[config.mk]
export PLATFORM = sky130hd
export DESIGN_NAME = pong_render
export DESIGN_NICKNAME = d
export VERILOG_FILES = /design/src/rtl/pong_pkg.sv /design/src/rtl/vga_timing.sv /design/src/rtl/pong_render.sv
export SDC_FILE = /design/constraint.sdc
export NUM_CORES = 1
export LEC_CHECK = 0
export ABC_CLOCK_PERIOD_IN_PS = 10300
export CORE_UTILIZATION = 45
export CTS_CLUSTER_SIZE = 28
export DETAILED_ROUTE_END_ITERATION = 16
export HOLD_SLACK_MARGIN = 0.03
export PLACE_DENSITY = 0.69
export SYNTH_ARGS = -nofsm -noshare
export SYNTH_HDL_FRONTEND = slang
export SYNTH_SLANG_ARGS = --single-unit
[constraint.sdc]
create_clock -name clk -period 10.3 [get_ports clk]
set_input_delay 2.06 -clock clk [delete_from_list [all_inputs] [get_ports clk]]
set_output_delay 2.06 -clock clk [all_outputs]
set_load 0.02 [all_outputs]
[src/rtl/pong_pkg.sv]
// Shared definitions for the pong display path: 640x480@60 timing, palette
// and game-coordinate width.
package pong_pkg;

    localparam int COORD_W = 10;

    localparam int H_VISIBLE = 640;
    localparam int H_FRONT   = 16;
    localparam int H_SYNC    = 96;
    localparam int H_BACK    = 48;
    localparam int H_TOTAL   = H_VISIBLE + H_FRONT + H_SYNC + H_BACK;

    localparam int V_VISIBLE = 480;
    localparam int V_FRONT   = 10;
    localparam int V_SYNC    = 2;
    localparam int V_BACK    = 33;
    localparam int V_TOTAL   = V_VISIBLE + V_FRONT + V_SYNC + V_BACK;

    localparam logic [7:0] COL_BLACK  = 8'h00;
    localparam logic [7:0] COL_BALL   = 8'hFF;
    localparam logic [7:0] COL_P1     = 8'hE0;
    localparam logic [7:0] COL_P2     = 8'h03;
    localparam logic [7:0] COL_BORDER = 8'h92;

    // 12 bits signed so pos+PADDLE_HALF near 1023 cannot overflow before clipping
    typedef logic signed [11:0] coord_t;

    function automatic coord_t clip_game(input coord_t v);
        if (v < 12'sd0)
            return 12'sd0;
        if (v > coord_t'((1 << COORD_W) - 1))
            return coord_t'((1 << COORD_W) - 1);
        return v;
    endfunction

endpackage

[src/rtl/vga_timing.sv]
// 640x480@60 raster counters with sync decode, visible flag and a
// registered frame_tick that is high while the counters sit at (0, 480).
module vga_timing
    import pong_pkg::*;
(
    input  logic         clk,
    input  logic         rst,
    output logic [9:0]   o_hcount,
    output logic [9:0]   o_vcount,
    output logic         o_hsync,
    output logic         o_vsync,
    output logic         o_visible,
    output logic         o_frame_tick
);

    logic [9:0] r_hcount;
    logic [9:0] r_vcount;
    logic       r_frame_tick;

    always_ff @(posedge clk or negedge rst) begin
        if (!rst) begin
            r_hcount     <= '0;
            r_vcount     <= '0;
            r_frame_tick <= 1'b0;
        end else begin
            if (r_hcount == 10'(H_TOTAL - 1)) begin
                r_hcount <= '0;
                if (r_vcount == 10'(V_TOTAL - 1))
                    r_vcount <= '0;
                else
                    r_vcount <= r_vcount + 10'd1;
            end else begin
                r_hcount <= r_hcount + 10'd1;
            end
            r_frame_tick <= (r_hcount == 10'(H_TOTAL - 1)) &&
                            (r_vcount == 10'(V_VISIBLE - 1));
        end
    end

    assign o_hcount     = r_hcount;
    assign o_vcount     = r_vcount;
    assign o_hsync      = !((r_hcount >= 10'(H_VISIBLE + H_FRONT)) &&
                            (r_hcount <  10'(H_VISIBLE + H_FRONT + H_SYNC)));
    assign o_vsync      = !((r_vcount >= 10'(V_VISIBLE + V_FRONT)) &&
                            (r_vcount <  10'(V_VISIBLE + V_FRONT + V_SYNC)));
    assign o_visible    = (r_hcount < 10'(H_VISIBLE)) && (r_vcount < 10'(V_VISIBLE));
    assign o_frame_tick = r_frame_tick;

endmodule

[src/rtl/pong_render.sv]
// Pong renderer: per-frame position snapshot, 3-stage pixel pipeline and score keeping.
// Optional score squares above the field are built when SCORE_DISPLAY_EN is defined.
module pong_render
    import pong_pkg::*;
#(
    parameter int FIELD_SHIFT = 2,
    parameter int FIELD_X0    = 192,
    parameter int FIELD_Y0    = 112,
    parameter int BALL_R      = 1,
    parameter int PADDLE_HALF = 8,
    parameter int WIN_SCORE   = 7
) (
    input  logic               clk,
    input  logic               rst,
    input  logic [COORD_W-1:0] p1_pos,
    input  logic [COORD_W-1:0] p2_pos,
    input  logic [COORD_W-1:0] x_pos,
    input  logic [COORD_W-1:0] y_pos,
    input  logic               point_1,
    input  logic               point_2,
    input  logic               clear_scores,
    output logic               hsync,
    output logic               vsync,
    output logic [7:0]         rgb,
    output logic               frame_tick,
    output logic [3:0]         score_1,
    output logic [3:0]         score_2,
    output logic               gameover
);

    localparam int     FIELD_W = (1 << COORD_W) >> FIELD_SHIFT;
    localparam coord_t L_X0    = coord_t'(FIELD_X0);
    localparam coord_t L_Y0    = coord_t'(FIELD_Y0);
    localparam coord_t L_XL    = L_X0 - 12'sd1;
    localparam coord_t L_XR    = L_X0 + coord_t'(FIELD_W);
    localparam coord_t L_YT    = L_Y0 - 12'sd1;
    localparam coord_t L_YB    = L_Y0 + coord_t'(FIELD_W);
    localparam coord_t L_R     = coord_t'(BALL_R);
    localparam coord_t L_PH    = coord_t'(PADDLE_HALF);
    localparam logic [3:0] L_WIN = 4'(WIN_SCORE);

    logic [9:0]         w_hcount, w_vcount;
    logic               w_hsync, w_vsync, w_visible, w_frame_tick;
    logic [COORD_W-1:0] r_p1, r_p2, r_x, r_y;
    coord_t             w_h, w_v, w_bx, w_by, w_p1_lo, w_p1_hi, w_p2_lo, w_p2_hi;
    logic               w_ball, w_p1, w_p2, w_border, w_s1, w_s2;
    logic               r1_vis, r1_ball, r1_p1, r1_p2, r1_border, r1_s1, r1_s2, r1_hs, r1_vs;
    logic               r2_hs, r2_vs;
    logic [7:0]         r_rgb;
    logic               r_pt1_d, r_pt2_d;
    logic [3:0]         r_score_1, r_score_2;
    logic               r_gameover;
    logic               w_rise1, w_rise2;

    vga_timing u_timing (
        .clk          (clk),
        .rst          (rst),
        .o_hcount     (w_hcount),
        .o_vcount     (w_vcount),
        .o_hsync      (w_hsync),
        .o_vsync      (w_vsync),
        .o_visible    (w_visible),
        .o_frame_tick (w_frame_tick)
    );

    function automatic coord_t to_scr(input coord_t g, input coord_t org);
        return org + (g >>> FIELD_SHIFT);
    endfunction

    always_ff @(posedge clk or negedge rst) begin
        if (!rst) begin
            r_p1 <= '0;
            r_p2 <= '0;
            r_x  <= '0;
            r_y  <= '0;
        end else if (w_frame_tick) begin
            r_p1 <= p1_pos;
            r_p2 <= p2_pos;
            r_x  <= x_pos;
            r_y  <= y_pos;
        end
    end

    assign w_h     = $signed({2'b00, w_hcount});
    assign w_v     = $signed({2'b00, w_vcount});
    assign w_bx    = to_scr($signed({2'b00, r_x}), L_X0);
    assign w_by    = to_scr($signed({2'b00, r_y}), L_Y0);
    assign w_p1_lo = to_scr(clip_game($signed({2'b00, r_p1}) - L_PH), L_Y0);
    assign w_p1_hi = to_scr(clip_game($signed({2'b00, r_p1}) + L_PH), L_Y0);
    assign w_p2_lo = to_scr(clip_game($signed({2'b00, r_p2}) - L_PH), L_Y0);
    assign w_p2_hi = to_scr(clip_game($signed({2'b00, r_p2}) + L_PH), L_Y0);

    assign w_ball   = (w_h >= w_bx - L_R) && (w_h <= w_bx + L_R) &&
                      (w_v >= w_by - L_R) && (w_v <= w_by + L_R);
    assign w_p1     = (w_h >= L_X0) && (w_h <= L_X0 + 12'sd3) &&
                      (w_v >= w_p1_lo) && (w_v <= w_p1_hi);
    assign w_p2     = (w_h >= L_XR - 12'sd4) && (w_h <= L_XR - 12'sd1) &&
                      (w_v >= w_p2_lo) && (w_v <= w_p2_hi);
    assign w_border = (((w_h == L_XL) || (w_h == L_XR)) && (w_v >= L_YT) && (w_v <= L_YB)) ||
                      (((w_v == L_YT) || (w_v == L_YB)) && (w_h >= L_XL) && (w_h <= L_XR));

    // Score squares: 4x4 with 2-pixel gaps, 16 rows above the field top
    always_comb begin
        w_s1 = 1'b0;
        w_s2 = 1'b0;
`ifdef SCORE_DISPLAY_EN
        if ((w_v >= L_Y0 - 12'sd16) && (w_v <= L_Y0 - 12'sd13)) begin
            for (int i = 0; i < WIN_SCORE; i++) begin
                if ((4'(i) < r_score_1) && (w_h >= L_X0 + coord_t'(6 * i)) &&
                    (w_h <= L_X0 + coord_t'(6 * i + 3)))
                    w_s1 = 1'b1;
                if ((4'(i) < r_score_2) && (w_h <= L_XR - 12'sd1 - coord_t'(6 * i)) &&
                    (w_h >= L_XR - 12'sd4 - coord_t'(6 * i)))
                    w_s2 = 1'b1;
            end
        end
`endif
    end

    always_ff @(posedge clk or negedge rst) begin
        if (!rst) begin
            r1_vis <= 1'b0; r1_ball <= 1'b0; r1_p1 <= 1'b0; r1_p2 <= 1'b0;
            r1_border <= 1'b0; r1_s1 <= 1'b0; r1_s2 <= 1'b0;
            r1_hs <= 1'b1; r1_vs <= 1'b1;
            r2_hs <= 1'b1; r2_vs <= 1'b1;
            r_rgb <= COL_BLACK;
        end else begin
            r1_vis <= w_visible; r1_ball <= w_ball; r1_p1 <= w_p1; r1_p2 <= w_p2;
            r1_border <= w_border; r1_s1 <= w_s1; r1_s2 <= w_s2;
            r1_hs <= w_hsync; r1_vs <= w_vsync;
            r2_hs <= r1_hs; r2_vs <= r1_vs;
            if (!r1_vis)        r_rgb <= COL_BLACK;
            else if (r1_ball)   r_rgb <= COL_BALL;
            else if (r1_s1)     r_rgb <= COL_P1;
            else if (r1_s2)     r_rgb <= COL_P2;
            else if (r1_p1)     r_rgb <= COL_P1;
            else if (r1_p2)     r_rgb <= COL_P2;
            else if (r1_border) r_rgb <= COL_BORDER;
            else                r_rgb <= COL_BLACK;
        end
    end

    assign w_rise1 = point_1 & ~r_pt1_d;
    assign w_rise2 = point_2 & ~r_pt2_d;

    always_ff @(posedge clk or negedge rst) begin
        if (!rst) begin
            r_pt1_d    <= 1'b0;
            r_pt2_d    <= 1'b0;
            r_score_1  <= '0;
            r_score_2  <= '0;
            r_gameover <= 1'b0;
        end else begin
            r_pt1_d <= point_1;
            r_pt2_d <= point_2;
            if (clear_scores) begin
                r_score_1  <= '0;
                r_score_2  <= '0;
                r_gameover <= 1'b0;
            end else begin
                if (w_rise1 && (r_score_1 < L_WIN))
                    r_score_1 <= r_score_1 + 4'd1;
                if (w_rise2 && (r_score_2 < L_WIN))
                    r_score_2 <= r_score_2 + 4'd1;
                if ((r_score_1 == L_WIN) || (r_score_2 == L_WIN))
                    r_gameover <= 1'b1;
            end
        end
    end

    assign hsync      = r2_hs;
    assign vsync      = r2_vs;
    assign rgb        = r_rgb;
    assign frame_tick = w_frame_tick;
    assign score_1    = r_score_1;
    assign score_2    = r_score_2;
    assign gameover   = r_gameover;

endmodule
==> results of run 1 <==
## power by group
part	total [mW]	internal, mW	switching, mW
combinational	0.0305	0.0173	0.0132
clock	0.324	0.175	0.149
sequential	0.329	0.327	0.00129
## kinds of logic after synthesis
| kind of cell | Yosys count | share of synthesized area |
|---|---|---|
| fa+ha+maj | 108 | 0.192 |
| xor+xnor | 60 | 0.0746 |
| compound gates | 153 | 0.139 |
| simple gates | 280 | 0.208 |
| buf+inv | 72 | 0.0423 |
| mux | 31 | 0.0485 |
| other cells | 1 | 0.000532 |
| flops | 83 | 0.295 |
## state kept, by name (all words and copies together) (netlist names), 4 cells and up
| name | count |
|---|---|
| r_p1 | 10 |
| r_p2 | 10 |
| r_x | 8 |
| r_y | 8 |
| rgb | 6 |
| score_1 | 4 |
| score_2 | 4 |
| u_timing.o_hcount | 10 |
| u_timing.o_vcount | 10 |
## path summary, 6_finish.rpt
kind | from | endpoint | slack [ps] | cells past startpoint
max in group asynchronous | rst | u_timing.o_frame_tick | 7620 | 2
setup / recovery | r_p2[3] | r1_p2 | 6370 | 15
hold / removal | r1_vs | vsync | 360 | 0
min in group asynchronous | rst | r_x[4] | 1690 | 1
setup reg to reg | r_p2[3] | r1_p2 | 6370 | 15
hold reg to reg | r1_vs | vsync | 360 | 0
## per-layer routing
metal / vias to the layer above / part of all wire / global-route usage
met5: - / 0 / 0
met4: 0 / 0.012 / 0.0623
met3: 12 / 0.024 / 0.0230
met2: 92 / 0.46 / 0.326
met1: 2715 / 0.50 / 0.274
li1: 2919 / - / -
## through the flow
| stage | instances | area [um^2] | utilization | worst slack, ps |
|---|---|---|---|---|
| after detailed placement | 1029 | 7780 | 0.510 | 6400 |
| after global routing | 1045 | 8070 | 0.529 | 6090 |
| final | 1045 | 8070 | 0.529 | 6370 |
| after floorplan | 792 | 7060 | - | 6990 |
| after global placement | 1029 | 7780 | 0.510 | 6420 |
| after CTS | 1045 | 8070 | 0.529 | 6370 |
## Yosys cell counts, drive strengths merged (7+ instances only)
| master | instances |
|---|---|
| ha | 108 |
| dfrtp | 79 |
| nand2 | 65 |
| nor2 | 59 |
| o21ai | 45 |
| a21oi | 40 |
| inv | 36 |
| xnor2 | 35 |
| nand3 | 33 |
| clkbuf | 25 |
| mux2 | 25 |
| xor2 | 25 |
| nand4 | 23 |
| nor3 | 17 |
| nor2b | 16 |
| a21o | 12 |
| nand2b | 12 |
| buf | 11 |
| a31oi | 10 |
| and3 | 8 |
| nor4 | 8 |
| o21a | 8 |
| and2 | 7 |
## cell type report
| class | instances | area share |
|---|---|---|
| clock buffer | 10 | 0.0296 |
| clock inverter | 6 | 0.00667 |
| multi-input combinational | 637 | 0.580 |
| sequential | 83 | 0.258 |
| timing repair buffer | 62 | 0.0760 |
| inverter | 36 | 0.0167 |
| tap | 211 | 0.0327 |
==> results.md, run 1 <==
- The type of origin of the critical path is a register.
- The most used flip-flop cell after synthesis is sky130_fd_sc_hd__dfrtp_1.
- The global routing usage summed across all routing layers is 0.199.
- The global-route wire length before repair is 26,000 um.
- The biggest area contributor in the post-synthesis netlist is sky130_fd_sc_hd__dfrtp_1.
- The share of Yosys cell area claimed by the top area cell type is 0.281.
- The routability-driven placement congestion ratio is approximately 0.83.
- Across the run, the number of max-cap violations was 0.
- Static timing analysis puts the maximum clock frequency at around 0.25 GHz.
- The biggest cell delay along the critical path is 510 ps.
- The buffer and inverter count on the worst path is 0.
- The number of global-route vias before repair is between 5,000 and 6,000.
- The number of core rows is 45.
- The clock net in this run drives a total of 83 sinks.
- In the finished design, the share of the clock period the worst path needs comes to 0.381.
- The die boundary height is between 100 and 150 um.
- The slowest stage of the critical path is the sky130_fd_sc_hd__dfrtp_1 cell.
- The number of design-rule violations left by the first detailed-router iteration is 289.
- The most common cell after layout, fill and taps aside is sky130_fd_sc_hd__ha_1.
- The number of port buffers is 60.
- The total count of max-transition violations in the final report came to 0.
- The number of filler cells placed in the layout is 1,388.
- Summed over all cells, the static leakage comes to roughly 3.6 nW.
- Counting flops with a built-in enable in the synthesized netlist gives 0.
- The number of primary I/O pins is 65.
- The worst min-delay path category is reg -> reg.
- The floorplan step defined a die boundary enclosing about 0.016 mm^2.
- The critical path arrival is around 4100 ps.
- Counting flops with an async set or reset pin after synthesis yields a share of 1.00.
- Total power for the finished layout comes to slightly below 700 uW.
- The worst voltage drop across the vdd grid is between 80 and 90 uV.
- In the layout the commonest cells are 108 x sky130_fd_sc_hd__ha_1, 78 x sky130_fd_sc_hd__dfrtp_1, 65 x sky130_fd_sc_hd__nand2_1.
- Setup repair after global routing left no endpoint under its margin.
- The layout overhead on the synthesized area is 14.5%.
- The relative slew slack is 0.490.
- The number of remaining DRC errors is 0.
- In this run the remaining antenna-violating nets after routing total 0.
- STA puts the critical path data required time at between 10,000 and 15,000 ps.
- Across all hold checks on the routed design, the worst slack comes to ~360 ps.
- The placed wire-length estimate is 10,900 um.
- The synthesized design contains 83 register bits.
- 0 antenna diodes ended up in the layout.
- The count of instances resized after the clock tree is built is 0.
- Entering global routing, the biggest net connects 49 pins.
- In this run the post-CTS setup repair buffer count came out at 0.
- The number of different library cells used by synthesis comes to a little under 70.
- The worst setup path is of the reg -> reg kind.
- The sequential standard cell area is ~0.0021 mm^2.
- The floorplan step set the die width to about 130 um.
- The minimum period implied by the final worst setup slack is approximately 3900 ps.
- The number of failing hold endpoints at the final stage is 0.
- The placeable core region is about 0.015 mm^2.
- The cell area that synthesis handed to floorplanning was just over 0.007 mm^2.
- The number of levels in the clock H-tree is 3.
- The clock tree from TritonCTS is done.
- Hold repair after CTS inserted 0 buffers.
- The final layout contains routed wiring with a total length of ~15,000 um.
- The pre-antenna-repair detailed-routing pass consisted of 4 iterations.
- Of the cells placed in the final design, the portion with a size suffix greater than 1 is 0.0719.
- The starting density of the core is 0.462.
- The final layout contains 982 nets.
- For this design the ratio of total power to cell area is 84.7 mW/mm^2.
- The routed layout has about 5,700 vias.
- The initial antenna violation count was 0.
- The insertion delay to the later sink of the worst-skew pair is between 300 and 400 ps.
- The number of buffers created by CTS is 9.
- The signal on the critical path passes through ha_1 -> nand4_4 -> xor2_1 -> or3_4 -> o31ai_4 -> o41a_4 -> a21oi_1 -> ha_1 -> xnor2_1 -> ha_1 -> a21oi_1 -> nor2b_1 -> a2111oi_0 -> a21oi_1 -> nor3_1.
- Setup violations remaining at the end of the flow were counted as 0.
- The clock passes through at most 2 buffers.
- The via count normalized by instance count is between 5 and 6.
- Ranked by total cell area, the synthesized netlist is headed by sky130_fd_sc_hd__dfrtp_1 28%, sky130_fd_sc_hd__ha_1 19%, sky130_fd_sc_hd__xnor2_1 4.4%.
- The run finished with clean final reports.
- The sum of overflow across all layers after global routing is 0.
- The post-synthesis sequential area ratio is 0.295.
- The largest fanout on the critical path is 10.
- For the pin with the worst max-slew slack, the measured transition is roughly 760 ps.
- The kind of cell with the highest combined delay along the critical path is compound AO/OA/AOI/OAI gates.
- The largest clock skew in the final design is about 7.0 ps.
- In the final timing run, aggregate negative setup slack is 0 ps.
- For this run, the number of Yosys warnings is 0.
- After technology mapping, the gate count stands at about 790.
- In the final routed layout, each cell accounts on average for 14.4 um.
- Dividing the synthesized area by the synthesized cell count gives 8.94 um^2.
- The worst setup path is captured at a register.
- The clock-pin slew of the registers on the worst-case setup and hold paths is about 70 ps.
- The root buffer cell is sky130_fd_sc_hd__clkbuf_16.
- In the final layout, the multi-input gates occupy ~0.0047 mm^2.
Note: power is estimated with default switching activity, not from simulation.
==> inputs of run 2 (changes only) <==
--- a/config.mk
+++ b/config.mk
@@ -5,12 +5,12 @@
 export SDC_FILE = /design/constraint.sdc
 export NUM_CORES = 1
 export LEC_CHECK = 0
-export ABC_CLOCK_PERIOD_IN_PS = 10300
+export ABC_CLOCK_PERIOD_IN_PS = 3350
 export CORE_UTILIZATION = 45
 export CTS_CLUSTER_SIZE = 28
 export DETAILED_ROUTE_END_ITERATION = 16
 export HOLD_SLACK_MARGIN = 0.03
-export PLACE_DENSITY = 0.69
+export PLACE_DENSITY = 0.71
 export SYNTH_ARGS = -nofsm -noshare
 export SYNTH_HDL_FRONTEND = slang
 export SYNTH_SLANG_ARGS = --single-unit
==> constraint.sdc (replaced) <==
create_clock -name clk -period 3.35 [get_ports clk]
set_input_delay 0.67 -clock clk [delete_from_list [all_inputs] [get_ports clk]]
set_output_delay 0.67 -clock clk [all_outputs]
set_load 0.02 [all_outputs]
==> run 2 against run 1 <==
First-iteration DRC count is 45% higher. Final area is 4.4% higher. Clock power grew to 3.3 times the previous value. Power grew to 3.2 times the previous value. Setup slack worse by 6300 ps. Sequential share of layout area is 1.1 points lower. Critical path depth is 1 lower. Routed wire length is 4.0% higher. Highest routed layer unchanged.
==> results.md, run 2 (synthesized netlist as in run 1, its figures left out) <==
- The largest fanout on the critical path is 4 (was 10).
- The largest clock skew in the final design came to 4.83 ps (was 6.97 ps).
- The insertion delay to the later sink of the worst-skew pair is 350 ps (about the same).
- The layout overhead on the synthesized area is 19.6% (was 14.5%).
- The placed wire-length estimate is 11,100 um (was 10,900 um).
- The number of buffers created by CTS is 9 (unchanged).
- The cell family contributing the most delay on the critical path was compound AO/OA/AOI/OAI gates (unchanged).
- The global routing usage summed across all routing layers was 0.204 (was 0.199).
- The critical path class is reg -> reg (unchanged).
- The largest net degree at the start of global routing is 49 (unchanged).
- The maximum clock path buffer count is 2 (unchanged).
- The post-placement setup slack is -51.9 ps (was 6400 ps).
- The root buffer cell is sky130_fd_sc_hd__clkbuf_16 (unchanged).
- The combinational power share is 0.044 (was 0.045).
- The placeable core region was 0.0153 mm^2 (unchanged).
- The cell internal power dissipation came to 1.68 mW (was 520 uW).
- The net switching component of the power was 504 uW (was 163 uW).
- The global-route wire length before repair is 26,600 um (was 26,000 um).
- The leakage component of the power is 3.85 nW (was 3.64 nW).
- The worst voltage drop across the vdd grid is 239 uV (was 88.1 uV).
- The type of element capturing the critical path is a register (unchanged).
- The starting density of the core was 0.462 (unchanged).
- The buffer and inverter count on the worst path is 0 (unchanged).
- The worst setup slack after layout is 25.4 ps (was 6370 ps).
- The via count normalized by instance count came to 5.44 (was 5.49).
- The biggest cell delay along the critical path came to 420 ps (was 510 ps).
- Critical path, cell by cell: ha_4 -> nand2_2 -> or3_4 -> a22oi_2 -> a32oi_2 -> a41oi_2 -> nor2_1 -> ha_2 -> xnor2_2 -> ha_1 -> a211oi_2 -> nand3_1 -> a221o_1 -> a211oi_2 (was ha_1 -> nand4_4 -> xor2_1 -> or3_4 -> o31ai_4 -> o41a_4 -> a21oi_1 -> ha_1 -> xnor2_1 -> ha_1 -> a21oi_1 -> nor2b_1 -> a2111oi_0 -> a21oi_1 -> nor3_1).
- The number of primary I/O pins is 65 (unchanged).
- The number of global-route vias before repair came to 5,530 (was 5,538).
- The net total in the final layout is 1,010 (was 982).
- The number of port buffers was 60 (unchanged).
- The number of levels in the clock H-tree is 3 (unchanged).
- The wire length reported by the detailed router is 15,600 um (was 15,000 um).
- The x dimension of the die is 127 um (unchanged).
- The relative slew slack is 0.534 (was 0.490).
- The number of detailed-routing iterations run before antenna repair is 7 (was 4).
- The clock-pin slew of the registers on the worst-case setup and hold paths is 70 ps (about the same).
- The measured slew at the worst slew-check pin is 693 ps (was 758 ps).
- The part of the cycle the worst path needs is 0.992 (was 0.381).
- The total power draw is 2.18 mW (was 683 uW).
- The count of vias placed by the detailed router was 5,837 (was 5,738).
- The data required time of the critical path is 3610 ps (was 10,520 ps).
- The number of filler cells placed in the layout is 1,369 (was 1,388).
- The number of remaining DRC errors is 0 (unchanged).
- The minimum period implied by the final worst setup slack was 3320 ps (was 3930 ps).
- The cell with the largest stage delay on the worst path was sky130_fd_sc_hd__dfrtp_1 (unchanged).
- The die boundary height is 127 um (unchanged).
- The relative contribution of the clock network to total power is 0.493 (was 0.475).
- The cell seen most often among critical-path stages is sky130_fd_sc_hd__a211oi_2.
- The power per standard cell area is 259 mW/mm^2 (was 84.7 mW/mm^2).
- The clock tree from TritonCTS was done (unchanged).
- The number of failing hold endpoints at the final stage came to 0 (unchanged).
- The sum of overflow across all layers after global routing is 0 (unchanged).
- The routability-driven placement congestion ratio is 0.858 (was 0.831).
- The worst slack on hold paths is 305 ps (was 356 ps).
- The peak clock frequency supported by timing is 0.301 GHz (was 0.255 GHz).
- The final number of setup-violating endpoints is 0 (unchanged).
- The post-detailed-route count of antenna-violating nets is 0 (unchanged).
- The setup slack of the most critical reg-to-reg path was 30 ps (was 6370 ps).
- The most common cell after layout, fill and taps aside is sky130_fd_sc_hd__ha_1 (unchanged).
- The critical path arrival is 3580 ps (was 4140 ps).
- The initial antenna violation count is 0 (unchanged).
- The final routed wire length divided by cell count came to 14.6 um (was 14.4 um).
- The number of antenna diodes is 0 (unchanged).
- The type of origin of the critical path is a register (unchanged).
- Most used cells in the layout excluding fill and tap cells: 105 x sky130_fd_sc_hd__ha_1, 78 x sky130_fd_sc_hd__dfrtp_1, 64 x sky130_fd_sc_hd__nand2_1 (was 108 x sky130_fd_sc_hd__ha_1, 78 x sky130_fd_sc_hd__dfrtp_1, 65 x sky130_fd_sc_hd__nand2_1).
- Unrepaired setup endpoints after global routing: true (was false).
- The total count of max-transition violations in the final report was 0 (unchanged).
- Run status: finished clean (unchanged).
- The max capacitance violation total is 0 (unchanged).
- The count of clock tree sinks came to 83 (unchanged).
- The ratio of cells with drive above 1 in the final layout is 0.122 (was 0.0719).
- The worst min-delay path category is in -> async (was reg -> reg).
- The number of design-rule violations left by the first detailed-router iteration is 419 (was 289).
- The die area came to 0.0162 mm^2 (unchanged).
- The proportion of total power due to net switching is 0.231 (was 0.239).
- The number of core rows is 45 (unchanged).
- The sequential power share is 0.463 (was 0.481).
- The cell total after placement is 1,050 (was 1,029).
- The count of hold buffers inserted by post-cts repair is 0 (unchanged).
- The final cell count without fillers is 1,073 (was 1,045).
run 2: metrics by stage:
step / setup TNS, ps / cell area, um^2 / utilization
finish: 0 / 8430 / 0.552
global route: -214 / 8430 / 0.552
CTS: 0 / 8290 / 0.543
detailed placement: -51.9 / 7950 / 0.521
global placement: 0 / 7950 / 0.521
floorplan: 0 / 7060 / -
run 2: worst paths after layout:
path	depth (start not counted)	endpoint	start
max in group asynchronous	2	u_timing.o_frame_tick	rst
worst min register to register	0	vsync	r1_vs
worst min-delay path	1	r_x[6]	rst
worst max-delay path	14	r1_p1	r_p1[4]
min in group clk	0	vsync	r1_vs
worst max register to register	14	r1_p1	r_p1[4]
run 2: cell type report:
class                      count  area, um^2  area share
sequential                    83        2080       0.247
clock inverter                 6        78.8     0.00935
timing repair buffer          90         843       0.100
multi-input combinational    637        4780       0.568
tap                          211         264      0.0313
inverter                      36         135      0.0160
clock buffer                  10         239      0.0284
run 2: layer usage:
layer	routed length, um	global-route usage	up-vias
met3	458	0.0348	16
met1	7640	0.280	2769
met5	0	0	-
met4	180	0.0539	0
li1	-	-	2962
met2	7350	0.333	90
run 2: what timing repair did:
item | 4_1_cts | 5_1_grt
buffers inserted | 0 | 7
gates resized for setup | 5 | 17
endpoints found under the setup margin | 1 | 2
pin swaps | 0 | 10
run 2: power by group through the flow:
stage | clock network, mW | logic (mW) | registers, mW
after floorplan | 0 | 0.0148 | 1.03
after global placement | 0 | 0.0971 | 1.03
after detailed placement | 0 | 0.0977 | 1.03
after CTS | 1.10 | 0.0983 | 1.01
after global routing | 1.15 | 0.107 | 1.01
final | 1.07 | 0.0957 | 1.01
==> inputs of run 3 (changes only) <==
--- a/config.mk
+++ b/config.mk
@@ -6,11 +6,12 @@
 export NUM_CORES = 1
 export LEC_CHECK = 0
 export ABC_CLOCK_PERIOD_IN_PS = 3350
-export CORE_UTILIZATION = 45
+export CORE_UTILIZATION = 50
 export CTS_CLUSTER_SIZE = 28
 export DETAILED_ROUTE_END_ITERATION = 16
 export HOLD_SLACK_MARGIN = 0.03
-export PLACE_DENSITY = 0.71
+export PLACE_DENSITY = 0.78
+export SKIP_CTS_REPAIR_TIMING = 1
 export SYNTH_ARGS = -nofsm -noshare
 export SYNTH_HDL_FRONTEND = slang
 export SYNTH_SLANG_ARGS = --single-unit
==> run 3 against run 2 <==
First-iteration DRC count up 6.0%. Clock power down 12%. Critical path depth unchanged. Die area down 9.8%. Sequential cell count unchanged. Utilization up 5.3 points.
==> results.md, run 3 (synthesized netlist as in run 1, its figures left out) <==
- The number of port buffers is 60 (unchanged).
- The startpoint of the worst setup timing path is r_p1[4] (unchanged).
- The part of the cycle the worst path needs is 0.975 (was 0.992).
- The sum of overflow across all layers after global routing came to 0 (unchanged).
- The accumulated negative setup slack is 0 ps (unchanged).
- The placed instance area is 0.00790 mm^2 (was 0.00795 mm^2).
- The power per standard cell area was 245 mW/mm^2 (was 259 mW/mm^2).
- The number of core rows is 43 (was 45).
- The minimum period implied by the final worst setup slack is 3270 ps (was 3320 ps).
- The number of filler cells placed in the layout is 1,147 (was 1,369).
- The layout overhead on the synthesized area came to 18.8% (was 19.6%).
- The largest fanout on the critical path is 5 (was 4).
- The number of failing hold endpoints at the final stage came to 0 (unchanged).
- The data required time of the critical path was 3610 ps (about the same).
- The relative slew slack is 0.506 (was 0.534).
- The critical path arrival is 3530 ps (was 3580 ps).
- The die boundary height was 121 um (was 127 um).
- The wire length reported by the detailed router is 15,400 um (was 15,600 um).
- The cell with the largest stage delay on the worst path is sky130_fd_sc_hd__dfrtp_1 (unchanged).
- The number of antenna diodes is 0 (unchanged).
- The cell internal power dissipation came to 1.57 mW (was 1.68 mW).
- The largest net degree at the start of global routing is 49 (unchanged).
- The combinational power share is 0.047 (was 0.044).
- The most common cell after layout, fill and taps aside is sky130_fd_sc_hd__ha_1 (unchanged).
- The worst setup slack after layout came to 83.2 ps (was 25.4 ps).
- Run status: finished clean (unchanged).
- The number of levels in the clock H-tree is 3 (unchanged).
- The total count of max-transition violations in the final report is 0 (unchanged).
- The clock tree from TritonCTS is done (unchanged).
- The x dimension of the die is 121 um (was 127 um).
- The number of design-rule violations left by the first detailed-router iteration was 444 (was 419).
- The number of primary I/O pins came to 65 (unchanged).
- The net switching component of the power is 479 uW (was 504 uW).
- The ratio of cells with drive above 1 in the final layout was 0.124 (was 0.122).
- The net total in the final layout came to 1,013 (was 1,010).
- The maximum clock path buffer count is 2 (unchanged).
- The root buffer cell is sky130_fd_sc_hd__clkbuf_16 (unchanged).
- The die area was 0.0146 mm^2 (was 0.0162 mm^2).
- The routability-driven placement congestion ratio was 0.864 (was 0.858).
- The clock-pin slew of the registers on the worst-case setup and hold paths is 60 ps (was 70 ps).
- The fraction of the core area covered by cells at the end of the flow is 0.606 (was 0.552).
- The insertion delay to the later sink of the worst-skew pair is 340 ps (was 350 ps).
- The relative contribution of the clock network to total power came to 0.461 (was 0.493).
- The leakage component of the power is 3.83 nW (was 3.85 nW).
- The area of combinational cells with multiple inputs came to 0.00480 mm^2 (was 0.00478 mm^2).
- Most used cells in the layout excluding fill and tap cells: 104 x sky130_fd_sc_hd__ha_1, 78 x sky130_fd_sc_hd__dfrtp_1, 65 x sky130_fd_sc_hd__nand2_1 (was 105 x sky130_fd_sc_hd__ha_1, 78 x sky130_fd_sc_hd__dfrtp_1, 64 x sky130_fd_sc_hd__nand2_1).
- The worst min-delay path category is in -> async (unchanged).
- The post-detailed-route count of antenna-violating nets came to 0 (unchanged).
- The max capacitance violation total was 0 (unchanged).
- The total power draw is 2.05 mW (was 2.18 mW).
- The final standard cell area without fillers was 0.00837 mm^2 (was 0.00843 mm^2).
- The critical path endpoint is r1_p1 (unchanged).
- The worst slack on hold paths is 310 ps (was 305 ps).
- The cell seen most often among critical-path stages is sky130_fd_sc_hd__a211oi_2 (unchanged).
- The final routed wire length divided by cell count is 14.8 um (was 14.6 um).
- The type of origin of the critical path is a register (unchanged).
- The number of global-route vias before repair is 5,492 (was 5,530).
- The origin of the critical flop-to-flop path is r_p1[4] (unchanged).
- The peak clock frequency supported by timing is 0.306 GHz (was 0.301 GHz).
- The via count normalized by instance count is 5.70 (was 5.44).
- Critical path, cell by cell: buf_6 -> nand2_1 -> or3_4 -> a21oi_4 -> a32oi_2 -> a41oi_2 -> nor2_1 -> ha_2 -> xnor2_1 -> ha_1 -> a211oi_2 -> nand3_1 -> a221o_1 -> a211oi_2 (was ha_4 -> nand2_2 -> or3_4 -> a22oi_2 -> a32oi_2 -> a41oi_2 -> nor2_1 -> ha_2 -> xnor2_2 -> ha_1 -> a211oi_2 -> nand3_1 -> a221o_1 -> a211oi_2).
- The proportion of total power due to net switching is 0.234 (was 0.231).
- The count of clock tree sinks was 83 (unchanged).
- The placed wire-length estimate is 11,100 um (about the same).
- The final cell count without fillers is 1,045 (was 1,073).
- The initial antenna violation count is 0 (unchanged).
- The setup slack of the most critical reg-to-reg path is 80 ps (was 30 ps).
- The number of buffers created by CTS is 9 (unchanged).
- The cell family contributing the most delay on the critical path is compound AO/OA/AOI/OAI gates (unchanged).
- The critical path class is reg -> reg (unchanged).
- The count of cells along the worst register-to-register path was 14 (unchanged).
- The global-route wire length before repair is 25,600 um (was 26,600 um).
- The largest clock skew in the final design is 6.36 ps (was 4.83 ps).
- The sequential power share is 0.493 (was 0.463).
- The biggest cell delay along the critical path was 430 ps (was 420 ps).
- The count of vias placed by the detailed router is 5,952 (was 5,837).
- The measured slew at the worst slew-check pin was 734 ps (was 693 ps).
- The global routing usage summed across all routing layers is 0.219 (was 0.204).
- The type of element capturing the critical path was a register (unchanged).
- The terminus of the critical flop-to-flop path is r1_p1 (unchanged).
- The number of detailed-routing iterations run before antenna repair was 5 (was 7).
- The final number of setup-violating endpoints came to 0 (unchanged).
- The placeable core region came to 0.0138 mm^2 (was 0.0153 mm^2).
- The buffer and inverter count on the worst path is 1 (was 0).
- The post-placement setup slack is 12.1 ps (was -51.9 ps).
- The cell total after placement is 1,019 (was 1,050).
- The starting density of the core came to 0.510 (was 0.462).
- The number of remaining DRC errors was 0 (unchanged).
- The worst voltage drop across the vdd grid is 240 uV (was 239 uV).
- The total number of cells along the worst setup path came to 14 (unchanged).
- The sequential standard cell area is 0.00208 mm^2 (unchanged).
-- run 3: how the worst min path moves through the flow --
stage / slack (ps) / depth (start not counted) / end
floorplan: 350 / 0 / hsync
global placement: 350 / 0 / vsync
detailed placement: 350 / 0 / hsync
CTS: 320 / 1 / r_p1[2]
global route: 340 / 1 / r_y[7]
finish: 310 / 1 / r_y[9]
-- run 3: final cells by class --
type / count / area share
Inverter: 36 / 0.0161
Clock inverter: 6 / 0.00598
Clock buffer: 10 / 0.0273
Sequential cell: 83 / 0.249
Timing Repair Buffer: 93 / 0.102
Tap cell: 180 / 0.0269
Multi-Input combinational cell: 637 / 0.573
-- run 3: worst register-to-register path: cells and delay by family (launching register included) --
| family | cells | cell delay (ps) |
|---|---|---|
| simple gates | 4 | 680 |
| flops | 1 | 430 |
| buf+inv | 1 | 140 |
| compound gates | 6 | 1270 |
| xor+xnor | 1 | 130 |
| fa+ha+maj | 2 | 540 |
-- run 3: power groups by stage --
stage / sequential (mW) / combinational (mW) / clock [mW]
6_report: 1.01 / 0.0959 / 0.945
3_3_place_gp: 1.03 / 0.0961 / 0
4_1_cts: 1.01 / 0.0982 / 0.968
5_1_grt: 1.01 / 0.107 / 1.01
3_5_place_dp: 1.03 / 0.0976 / 0
2_1_floorplan: 1.03 / 0.0148 / 0
-- run 3: per-layer routing --
| layer | routed length, um | share of wire | up-vias | track usage |
|---|---|---|---|---|
| li1 | - | - | 2979 | - |
| met1 | 7280 | 0.47 | 2848 | 0.293 |
| met2 | 7490 | 0.48 | 112 | 0.369 |
| met3 | 499 | 0.032 | 13 | 0.0245 |
| met4 | 176 | 0.011 | 0 | 0.0679 |
| met5 | 0 | 0 | - | 0 |
